===== config.mk =====
export PLATFORM = sky130hd
export DESIGN_NAME = sseg_uart_scheduler
export DESIGN_NICKNAME = d
export VERILOG_FILES = /design/src/rtl/sseg_uart_scheduler.sv
export SDC_FILE = /design/constraint.sdc
export NUM_CORES = 1
export LEC_CHECK = 0
export ABC_AREA = 1
export CORE_ASPECT_RATIO = 0.6
export CORE_MARGIN = 2
export CORE_UTILIZATION = 37
export DETAILED_ROUTE_END_ITERATION = 10
export DONT_BUFFER_PORTS = 1
export PLACE_DENSITY_LB_ADDON = 0.1
export SLEW_MARGIN = 20
export SYNTH_ARGS = -nofsm -noshare
export SYNTH_HDL_FRONTEND = slang
export SYNTH_SLANG_ARGS = --single-unit

===== constraint.sdc =====
create_clock -name clk -period 2.6 [get_ports clk]
set_input_delay 0.52 -clock clk [delete_from_list [all_inputs] [get_ports clk]]
set_output_delay 0.52 -clock clk [all_outputs]
set_load 0.01 [all_outputs]

===== src/rtl/sseg_uart_scheduler.sv =====
// sseg_uart_scheduler
//   Shares one uart_tx byte stream (feeding a UART 7-segment display board)
//   between NREQ requesters. A round-robin arbiter picks one pending request,
//   its 4*NDISP-bit hex value is latched, then the FSM emits a clear character
//   (8'h80) followed by NDISP segment characters and pulses ack for that
//   requester.
//
//   Optional build macro SSEG_SCHED_LZ_BLANK_EN: leading-zero blanking. Zero
//   nibbles above the most-significant non-zero nibble go out as the blank
//   code; nibble 0 is never blanked.
//
// Ports
//   clk, rst_n   clock, asynchronous active-low reset
//   req[NREQ]    per-requester request, held until its ack
//   data         NREQ packed 4*NDISP-bit values, requester r at [r*4*NDISP +: 4*NDISP]
//   ack[NREQ]    one-cycle pulse when the granted frame is complete
//   busy         high whenever the FSM is not idle
//   grant_idx    current / last granted requester
//   tx_data      registered character: bit 7 = CLR, bits 6:0 = segments
//   tx_valid     registered valid; transfer on tx_valid & tx_ready
//   tx_ready     uart_tx accept
module sseg_uart_scheduler #(
  parameter int NREQ       = 3,
  parameter int NDISP      = 6,
  parameter int HIGH_FIRST = 1,
  parameter int SEG_ON     = 0
) (
  input  logic                      clk,
  input  logic                      rst_n,
  input  logic [NREQ-1:0]           req,
  input  logic [NREQ*4*NDISP-1:0]   data,
  output logic [NREQ-1:0]           ack,
  output logic                      busy,
  output logic [$clog2(NREQ)-1:0]   grant_idx,
  output logic [7:0]                tx_data,
  output logic                      tx_valid,
  input  logic                      tx_ready
);

  localparam int DW = 4 * NDISP;
  localparam int IW = $clog2(NREQ);
  localparam int CW = (NDISP > 1) ? $clog2(NDISP) : 1;
  localparam logic [6:0] BLANK = (SEG_ON != 0) ? 7'h00 : 7'h7F;

  typedef enum logic [1:0] {IDLE, SEND_CLR, SEND_DIG, DONE} state_t;

  state_t          state_q, state_d;
  logic [CW-1:0]   cnt_q, cnt_d;
  logic [DW-1:0]   hold_q, hold_d;
  logic [IW-1:0]   gidx_q, gidx_d;
  logic [IW-1:0]   ptr_q, ptr_d;
  logic [7:0]      txd_q, txd_d;
  logic            txv_q, txv_d;
  logic [NREQ-1:0] ack_q, ack_d;

  logic [NDISP-1:0] blank;
  logic             any_req;
  logic [IW-1:0]    gsel;
  logic             hs;

  function automatic logic [6:0] seg_enc(input logic [3:0] n);
    logic [6:0] s;
    case (n)
      4'h0: s = 7'h3F;  4'h1: s = 7'h06;  4'h2: s = 7'h5B;  4'h3: s = 7'h4F;
      4'h4: s = 7'h66;  4'h5: s = 7'h6D;  4'h6: s = 7'h7D;  4'h7: s = 7'h07;
      4'h8: s = 7'h7F;  4'h9: s = 7'h6F;  4'hA: s = 7'h77;  4'hB: s = 7'h7C;
      4'hC: s = 7'h39;  4'hD: s = 7'h5E;  4'hE: s = 7'h79;  default: s = 7'h71;
    endcase
    return (SEG_ON != 0) ? s : ~s;
  endfunction

  // Character for send slot c; the slot maps to a nibble by send order.
  function automatic logic [7:0] dig_char(input logic [DW-1:0] v,
                                          input logic [NDISP-1:0] bl,
                                          input int c);
    int k;
    k = (HIGH_FIRST != 0) ? (NDISP - 1 - c) : c;
    if (bl[k]) return {1'b0, BLANK};
    return {1'b0, seg_enc(v[4*k +: 4])};
  endfunction

`ifdef SSEG_SCHED_LZ_BLANK_EN
  // Walk down from the top nibble; a nibble is blank while every nibble at
  // or above it is zero. Nibble 0 always shows.
  always_comb begin
    logic zrun;
    zrun  = 1'b1;
    blank = '0;
    for (int k = NDISP - 1; k >= 0; k--) begin
      zrun     = zrun & (hold_q[4*k +: 4] == 4'h0);
      blank[k] = zrun & (k != 0);
    end
  end
`else
  assign blank = '0;
`endif

  // Round-robin pick: first set req at or above the pointer, with wrap.
  always_comb begin
    int idx;
    any_req = 1'b0;
    gsel    = '0;
    for (int i = 0; i < NREQ; i++) begin
      idx = (int'(ptr_q) + i) % NREQ;
      if (!any_req && req[idx]) begin
        any_req = 1'b1;
        gsel    = IW'(idx);
      end
    end
  end

  assign hs = txv_q & tx_ready;

  always_comb begin
    state_d = state_q;
    cnt_d   = cnt_q;
    hold_d  = hold_q;
    gidx_d  = gidx_q;
    ptr_d   = ptr_q;
    txd_d   = txd_q;
    txv_d   = txv_q;
    ack_d   = '0;
    case (state_q)
      IDLE: begin
        if (any_req) begin
          gidx_d  = gsel;
          hold_d  = data[int'(gsel)*DW +: DW];
          txd_d   = 8'h80;
          txv_d   = 1'b1;
          state_d = SEND_CLR;
        end
      end
      SEND_CLR: begin
        if (hs) begin
          cnt_d   = '0;
          txd_d   = dig_char(hold_q, blank, 0);
          state_d = SEND_DIG;
        end
      end
      SEND_DIG: begin
        if (hs) begin
          if (cnt_q == CW'(NDISP - 1)) begin
            txv_d         = 1'b0;
            ack_d[gidx_q] = 1'b1;   // ack_q is high during DONE
            state_d       = DONE;
          end else begin
            cnt_d = cnt_q + 1'b1;
            txd_d = dig_char(hold_q, blank, int'(cnt_q) + 1);
          end
        end
      end
      default: begin
        ptr_d   = IW'((int'(gidx_q) + 1) % NREQ);
        state_d = IDLE;
      end
    endcase
  end

  always_ff @(posedge clk or negedge rst_n) begin
    if (!rst_n) begin
      state_q <= IDLE;
      cnt_q   <= '0;
      hold_q  <= '0;
      gidx_q  <= '0;
      ptr_q   <= '0;
      txd_q   <= '0;
      txv_q   <= 1'b0;
      ack_q   <= '0;
    end else begin
      state_q <= state_d;
      cnt_q   <= cnt_d;
      hold_q  <= hold_d;
      gidx_q  <= gidx_d;
      ptr_q   <= ptr_d;
      txd_q   <= txd_d;
      txv_q   <= txv_d;
      ack_q   <= ack_d;
    end
  end

  assign ack       = ack_q;
  assign busy      = (state_q != IDLE);
  assign grant_idx = gidx_q;
  assign tx_data   = txd_q;
  assign tx_valid  = txv_q;

endmodule


==> impl_metrics.yaml, run 1 <==
pwr:
  vdd_drop_max_uv: 602.0
  pwr-share-seq: 0.190
  leakagePower_nw: 2.135
  powerDensity_mw_per_mm2: 1622
  p_total_w: 0.006640
  p_sw_frac: 0.5406
  power.switching_w: 0.003590
  p_comb_frac: 0.709
  clkPwrFrac: 0.102
  cell_internal_pwr_w: 0.003050
detailed_routing:
  drtIter0Drc: 104
  ant_nets: 0
  via_per_inst: 4.908
  drtPass1Iterations: 4
  via_count: 3318
  wl_per_cell_um: 13.72
  drc: 0
  wl_um: 9278
die:
  io_pins: 93
  die-height_um: 82.09
  start_util: 0.3806
  die_w_um: 134.1
  row_count: 28
  die_area_mm2: 0.01101
  core_area_mm2: 0.009879
clock_tree:
  cts-root-buf: "clkbuf_16"
  path_clk_slew_ps: 70
  htreeDepth: 2
  clk_latency_ps: 290
  ctsLongestPathBuffers: 2
  clock_sinks: 45
  cts_tree: "yes"
  numCtsBuffers: 5
yosys:
  synth.avg_cell_area_um2: 6.989
  ys_ff_latch: 45
  syn_area_mm2: 0.003760
  synth_edf_count: 0
  syn_inst: 538
  ys_seq_area_frac: 0.2995
  synthFlopType: "dfrtp_1"
  ys_types: 30
  synth_common_cells: "nand2_1 (137), inv_1 (74), nor2_1 (50)"
  syn_nets: 644
  synth.most_common_cell: "nand2_1"
  synth-warning-count: 0
  yosysTopAreaCell: "dfrtp_1"
  synth_top_area_frac: 0.2995
  synthArstFlopShare: 1.000
  synth_area_leaders: "dfrtp_1 (30%), nand2_1 (14%), ha_1 (9.3%)"
timing:
  final-setup-viol-count: 0
  min_period_ps: 2380
  worst_pin_slew_ps: 484.6
  holdWs_ps: 70.58
  slew_violations: 0
  fmax_ghz: 0.4201
  finalHoldViolCount: 0
  fin_skew_ps: 7.205
  rsz0062_at_grt: "false"
  finalCritPeriodShare: 0.9155
  relSlewSlack: 0.6765
grt:
  antenna_found_initial: 0
  grt_pass1_vias: 3370
  grt_pass1_wl_um: 15950
  grt_start_max_net_pins: 46
  overflow: 0
  gr-usage-all-layers: 0.1811
setup_path:
  critPathMaxFanout: 4
  start_kind: "flip-flop"
  crit_type: "flip-flop to flip-flop"
  arrival_ps: 2610
  required_ps: 2830
  end_kind: "flip-flop"
cells_and_area:
  instances_no_fill: 676
  drive_gt1_frac: 0.1405
  n_fill_cell: 1053
  final_util: 0.4144
  final_area_mm2: 0.004094
  area_growth_pct: 8.885
  final_nets: 646
  n_antenna_cell: 0
placed_design:
  dp_hpwl_um: 7205
  place_area_mm2: 0.003876
  dp_cells: 664
  gp_congestion: 0.8962
  port_buffers: 0
outcome:
  outcome: "complete, no violations"
hold_path:
  worstHoldPathType: "primary input to async pin"
flow_run:
  maxCapViolations: 0
[worst max-delay path, cell delays in order, from the launching register on]
cell     delay, ps
dfrtp_1        390
inv_2           80
ha_1           140
inv_1           60
ha_4           280
nand2_1        110
nor2_1         110
o21ai_1        110
a21oi_4        190
buf_4          150
ha_1           160
inv_1           50
nand3_1         90
o21ai_0        110
nand2_1         80
nand2_1         50
nand2_1         50
nand2_1         50
nand2_1         60
[repair_timing]
| action | in CTS | in global routing |
|---|---|---|
| setup buffers | 2 | 1 |
| pin swaps | 1 | 1 |
| hold buffers | 1 | 0 |
| endpoints found under the hold margin | 45 | 0 |
| gates cloned | 0 | 0 |
| resized for setup | 1 | 6 |
| endpoints found under the setup margin | 2 | 7 |
[sequential cells by signal, summed over array words and instances (netlist names)]
signal / count
hold_q: 24
tx_data: 8
ack: 3
cnt_q: 3
grant_idx: 2
ptr_q: 2
state_q: 2
tx_valid: 1
[logic make-up (layout without fill, tap and decap cells)]
| logic type | Yosys count | count (layout) | synth area share |
|---|---|---|---|
| flip-flops | 45 | 45 | 0.2995 |
| adder cells (fa/ha/maj) | 28 | 28 | 0.09318 |
| AO/OA/AOI/OAI | 92 | 92 | 0.1498 |
| AND/OR/NAND/NOR | 276 | 276 | 0.3438 |
| buffers and inverters | 97 | 100 | 0.1138 |
[layout by cell type (no fill, tap or decap), types with 2 or more instances in the layout]
cell type / Yosys / routed
nand2_1: 137 / 136
inv_1: 74 / 70
nor2_1: 50 / 50
dfrtp_1: 45 / 45
a21oi_1: 43 / 42
nand3_1: 40 / 40
ha_1: 28 / 27
nand3b_1: 24 / 24
a21oi_2: 21 / 21
o21ai_0: 20 / 19
buf_4: 2 / 12
nand3_2: 11 / 11
inv_2: 5 / 9
nand2_2: 4 / 5
clkbuf_16: 0 / 5
o21ai_1: 1 / 2
nor2_2: 2 / 2
nand4_1: 2 / 2
a31oi_1: 2 / 2
nor3_1: 2 / 2
o32ai_1: 2 / 2
[per-stage QoR]
step | worst slack (ps) | TNS [ps]
final | 219.6 | 0
after global routing | 12.44 | 0
after floorplan | 2.472 | 0
after CTS | 64.12 | 0
after detailed placement | -9.918 | -9.918
after global placement | 75.12 | 0
[power by group through the flow]
stage / combinational, W / clock, W / sequential [W]
after global routing: 0.00546 / 0.000719 / 0.00131
final: 0.00470 / 0.000674 / 0.00126
after global placement: 0.00452 / 0 / 0.00127
after CTS: 0.00468 / 0.000691 / 0.00127
after floorplan: 0.00377 / 0 / 0.00119
after detailed placement: 0.00457 / 0 / 0.00128
[per-layer routing]
layer / vias to the layer above / wire, µm / global-route usage
met4: 0 / 54 / 0.02947
met3: 5 / 461 / 0.04321
met5: - / 0 / 0
met2: 73 / 3905 / 0.2923
li1: 1731 / - / -
met1: 1509 / 4856 / 0.2521
[area by class of cell]
type | count | area, µm² | area share
timing repair buffer | 13 | 117.6 | 0.02873
tap | 135 | 168.9 | 0.04126
sequential | 45 | 1126 | 0.2751
clock inverter | 2 | 13.76 | 0.003362
clock buffer | 6 | 138.9 | 0.03392
multi-input combinational | 396 | 2232 | 0.5452
inverter | 79 | 296.5 | 0.07243
[worst paths after layout]
| check | start | to | slack [ps] | cells past startpoint |
|---|---|---|---|---|
| max | cnt_q[1] | tx_data[6] | 220 | 18 |
| max reg2reg | cnt_q[1] | tx_data[6] | 220 | 18 |
| min | rst_n | state_q[1] | 70 | 1 |
| min in group clk | data[51] | hold_q[3] | 440 | 2 |
| max in group asynchronous | rst_n | hold_q[20] | 2300 | 1 |
| min reg2reg | hold_q[17] | hold_q[17] | 520 | 2 |
(Power assumes the default switching activity.)
==> run 2, diff against run 1 <==
--- a/config.mk
+++ b/config.mk
@@ -8,7 +8,7 @@
 export ABC_AREA = 1
 export CORE_ASPECT_RATIO = 0.6
 export CORE_MARGIN = 2
-export CORE_UTILIZATION = 37
+export CORE_UTILIZATION = 59
 export DETAILED_ROUTE_END_ITERATION = 10
 export DONT_BUFFER_PORTS = 1
 export PLACE_DENSITY_LB_ADDON = 0.1
==> run 2 against run 1 <==
  * Power fell by 0.38%
  * Critical path depth did not move
  * Register-to-register slack got worse by 70 ps
  * Sequential power barely moved
  * First-iteration DRC count rose by 130%
  * Global-route usage rose by 10 points
  * Via count rose by 5.1%
  * Sequential share of layout area rose by 0.80 points
  * Core utilization rose by 23 points
  * Largest cell class unchanged
  * Flip-flop and latch count did not move
  * Wire length rose by 2.2%
  * Combinational power rose by 3%
==> impl_metrics.yaml, run 2 (same netlist as run 1, synthesis figures left out) <==
detailed_routing:
  via_per_inst: 5.597
  drtIter0Drc: 240
  drtPass1Iterations: 5
  ant_nets: 0
  drc: 0
  via_count: 3487
  wl_um: 9478
  wl_per_cell_um: 15.21
cells_and_area:
  largest_register_ff_count: 24
  final_nets: 644
  layout_commonest_cell: "nand2_1"
  n_antenna_cell: 0
  drive_gt1_frac: 0.1410
  final_cell_mix: "nand2_1 (136), inv_1 (71), nor2_1 (50), dfrtp_1 (45), a21oi_1 (41)"
  regMostFlops: "hold_q"
  n_fill_cell: 546
  final_util: 0.6482
  area_growth_pct: 5.824
die:
  die-height_um: 65.84
  start_util: 0.6125
  row_count: 22
  core_area_mm2: 0.006138
  die_area_mm2: 0.007048
  die_w_um: 107.1
  io_pins: 93
timing:
  relSlewSlack: 0.6568
  finalWorstSetupSlack_ps: 147.3
  fin_skew_ps: 14.33
  slew_violations: 0
  fmax_ghz: 0.4077
  finalCritPeriodShare: 0.9433
  finalHoldViolCount: 0
  final-setup-viol-count: 0
  min_period_ps: 2453
  worst_pin_slew_ps: 514.0
hold_path:
  worstHoldPathType: "primary input to async pin"
setup_path:
  reg2reg_depth: 18
  critPathMostFrequentCell: "nand2_1"
  start_kind: "flip-flop"
  slowest_stage: "dfrtp_1"
  path_buf_inv: 4
  rr_endpoint: "tx_data[6]"
  end_kind: "flip-flop"
  ff2ff_setup_slack_ps: 150
  critPathMaxFanout: 5
  arrival_ps: 2690
  crit_type: "flip-flop to flip-flop"
  cp_cell_sequence: "inv_2 -> ha_1 -> inv_1 -> ha_4 -> nand2_1 -> nor2_1 -> o21ai_1 -> a21oi_4 -> buf_4 -> ha_1 -> inv_1 -> nand3_1 -> o21ai_0 -> nand2_1 -> nand2_1 -> nand2_1 -> nand2_1 -> nand2_1"
  required_ps: 2840
  slowest_delay_ps: 410
  cp_top_family: "adder cells"
  rr_startpoint: "cnt_q[0]"
clock_tree:
  numCtsBuffers: 5
  cts_tree: "yes"
  ctsLongestPathBuffers: 2
  htreeDepth: 2
  clk_latency_ps: 310
  path_clk_slew_ps: 100
  clock_sinks: 45
  cts-root-buf: "clkbuf_8"
flow_run:
  maxCapViolations: 0
pwr:
  powerDensity_mw_per_mm2: 1662
  p_sw_frac: 0.5620
  clkPwrFrac: 0.076
  vdd_drop_max_uv: 1074
  p_total_w: 0.006615
  leakagePower_nw: 2.104
  p_comb_frac: 0.733
  cell_internal_pwr_w: 0.002897
  power.switching_w: 0.003717
  pwr-share-seq: 0.191
outcome:
  outcome: "complete, no violations"
placed_design:
  port_buffers: 0
  dp_hpwl_um: 7367
  gp_congestion: 0.9005
  place_worst_setup_slack_ps: 41.12
grt:
  grt_pass1_vias: 3335
  grt_pass1_wl_um: 15950
  grt_start_max_net_pins: 46
  antenna_found_initial: 0
  overflow: 0
  gr-usage-all-layers: 0.2853
## run 2: changes by cell type in the layout (fill, tap and decap cells not counted), sizes merged
cell	change
inv	+1
clkbuf	+1
clkinv	-2
buf	-2
## run 2: worst max-delay path by stage
stage	start	endpoint	slack, ps	cells past startpoint
finish	cnt_q[0]	tx_data[6]	150	18
CTS	cnt_q[1]	tx_data[6]	30	21
global placement	cnt_q[1]	tx_data[0]	180	16
floorplan	cnt_q[0]	tx_data[3]	2	18
detailed placement	cnt_q[1]	tx_data[6]	40	21
global route	cnt_q[1]	tx_data[6]	-40	20
## run 2: cell type report
type	count	area, µm²	share of cell area
Multi-Input combinational cell	396	2243	0.5638
Sequential cell	45	1126	0.2830
Inverter	79	296.5	0.07453
Tap cell	84	105.1	0.02642
Timing Repair Buffer	11	102.6	0.02579
Clock buffer	7	96.34	0.02421
Clock inverter	1	8.758	0.002201
## run 2: power groups by stage
stage,Sequential (W),Combinational [W],Clock [W]
finish,0.00126,0.00485,0.000506
global route,0.00130,0.00550,0.000537
CTS,0.00126,0.00467,0.000514
detailed placement,0.00127,0.00464,0
global placement,0.00126,0.00453,0
floorplan,0.00119,0.00377,0
## run 2: metrics by stage
stage	instance area (µm²)	std cells	TNS, ps	hold WS, ps
final	3979	623	0	43.14
after CTS	3945	622	0	56.97
after detailed placement	3812	613	0	226.0
after global placement	3812	613	0	226.0
after global routing	3979	623	-81.78	60.35
after floorplan	3771	538	0	224.4
## run 2: worst register-to-register path, cell delays in order, from the launching register on
cell and delay, ps:
dfrtp_1 410, inv_2 70, ha_1 150, inv_1 70, ha_4 290, nand2_1 100, nor2_1 110, o21ai_1 110
a21oi_4 180, buf_4 160, ha_1 180, inv_1 50, nand3_1 100, o21ai_0 120, nand2_1 90, nand2_1 50
nand2_1 50, nand2_1 50, nand2_1 60
## run 2: routing by layer
metal	GRT usage	routed length (µm)	vias to the layer above
li1	-	-	1721
met1	0.4170	4776	1654
met2	0.4430	4038	100
met3	0.05025	565	12
met4	0.06331	98	0
met5	0	0	-
## run 2: repair_timing
action                                  CTS  global route
endpoints found under the setup margin    0             7
hold buffers                              1             0
hold endpoints to repair                 45             0
setup buffers                             0             1
resized for setup                         0             9
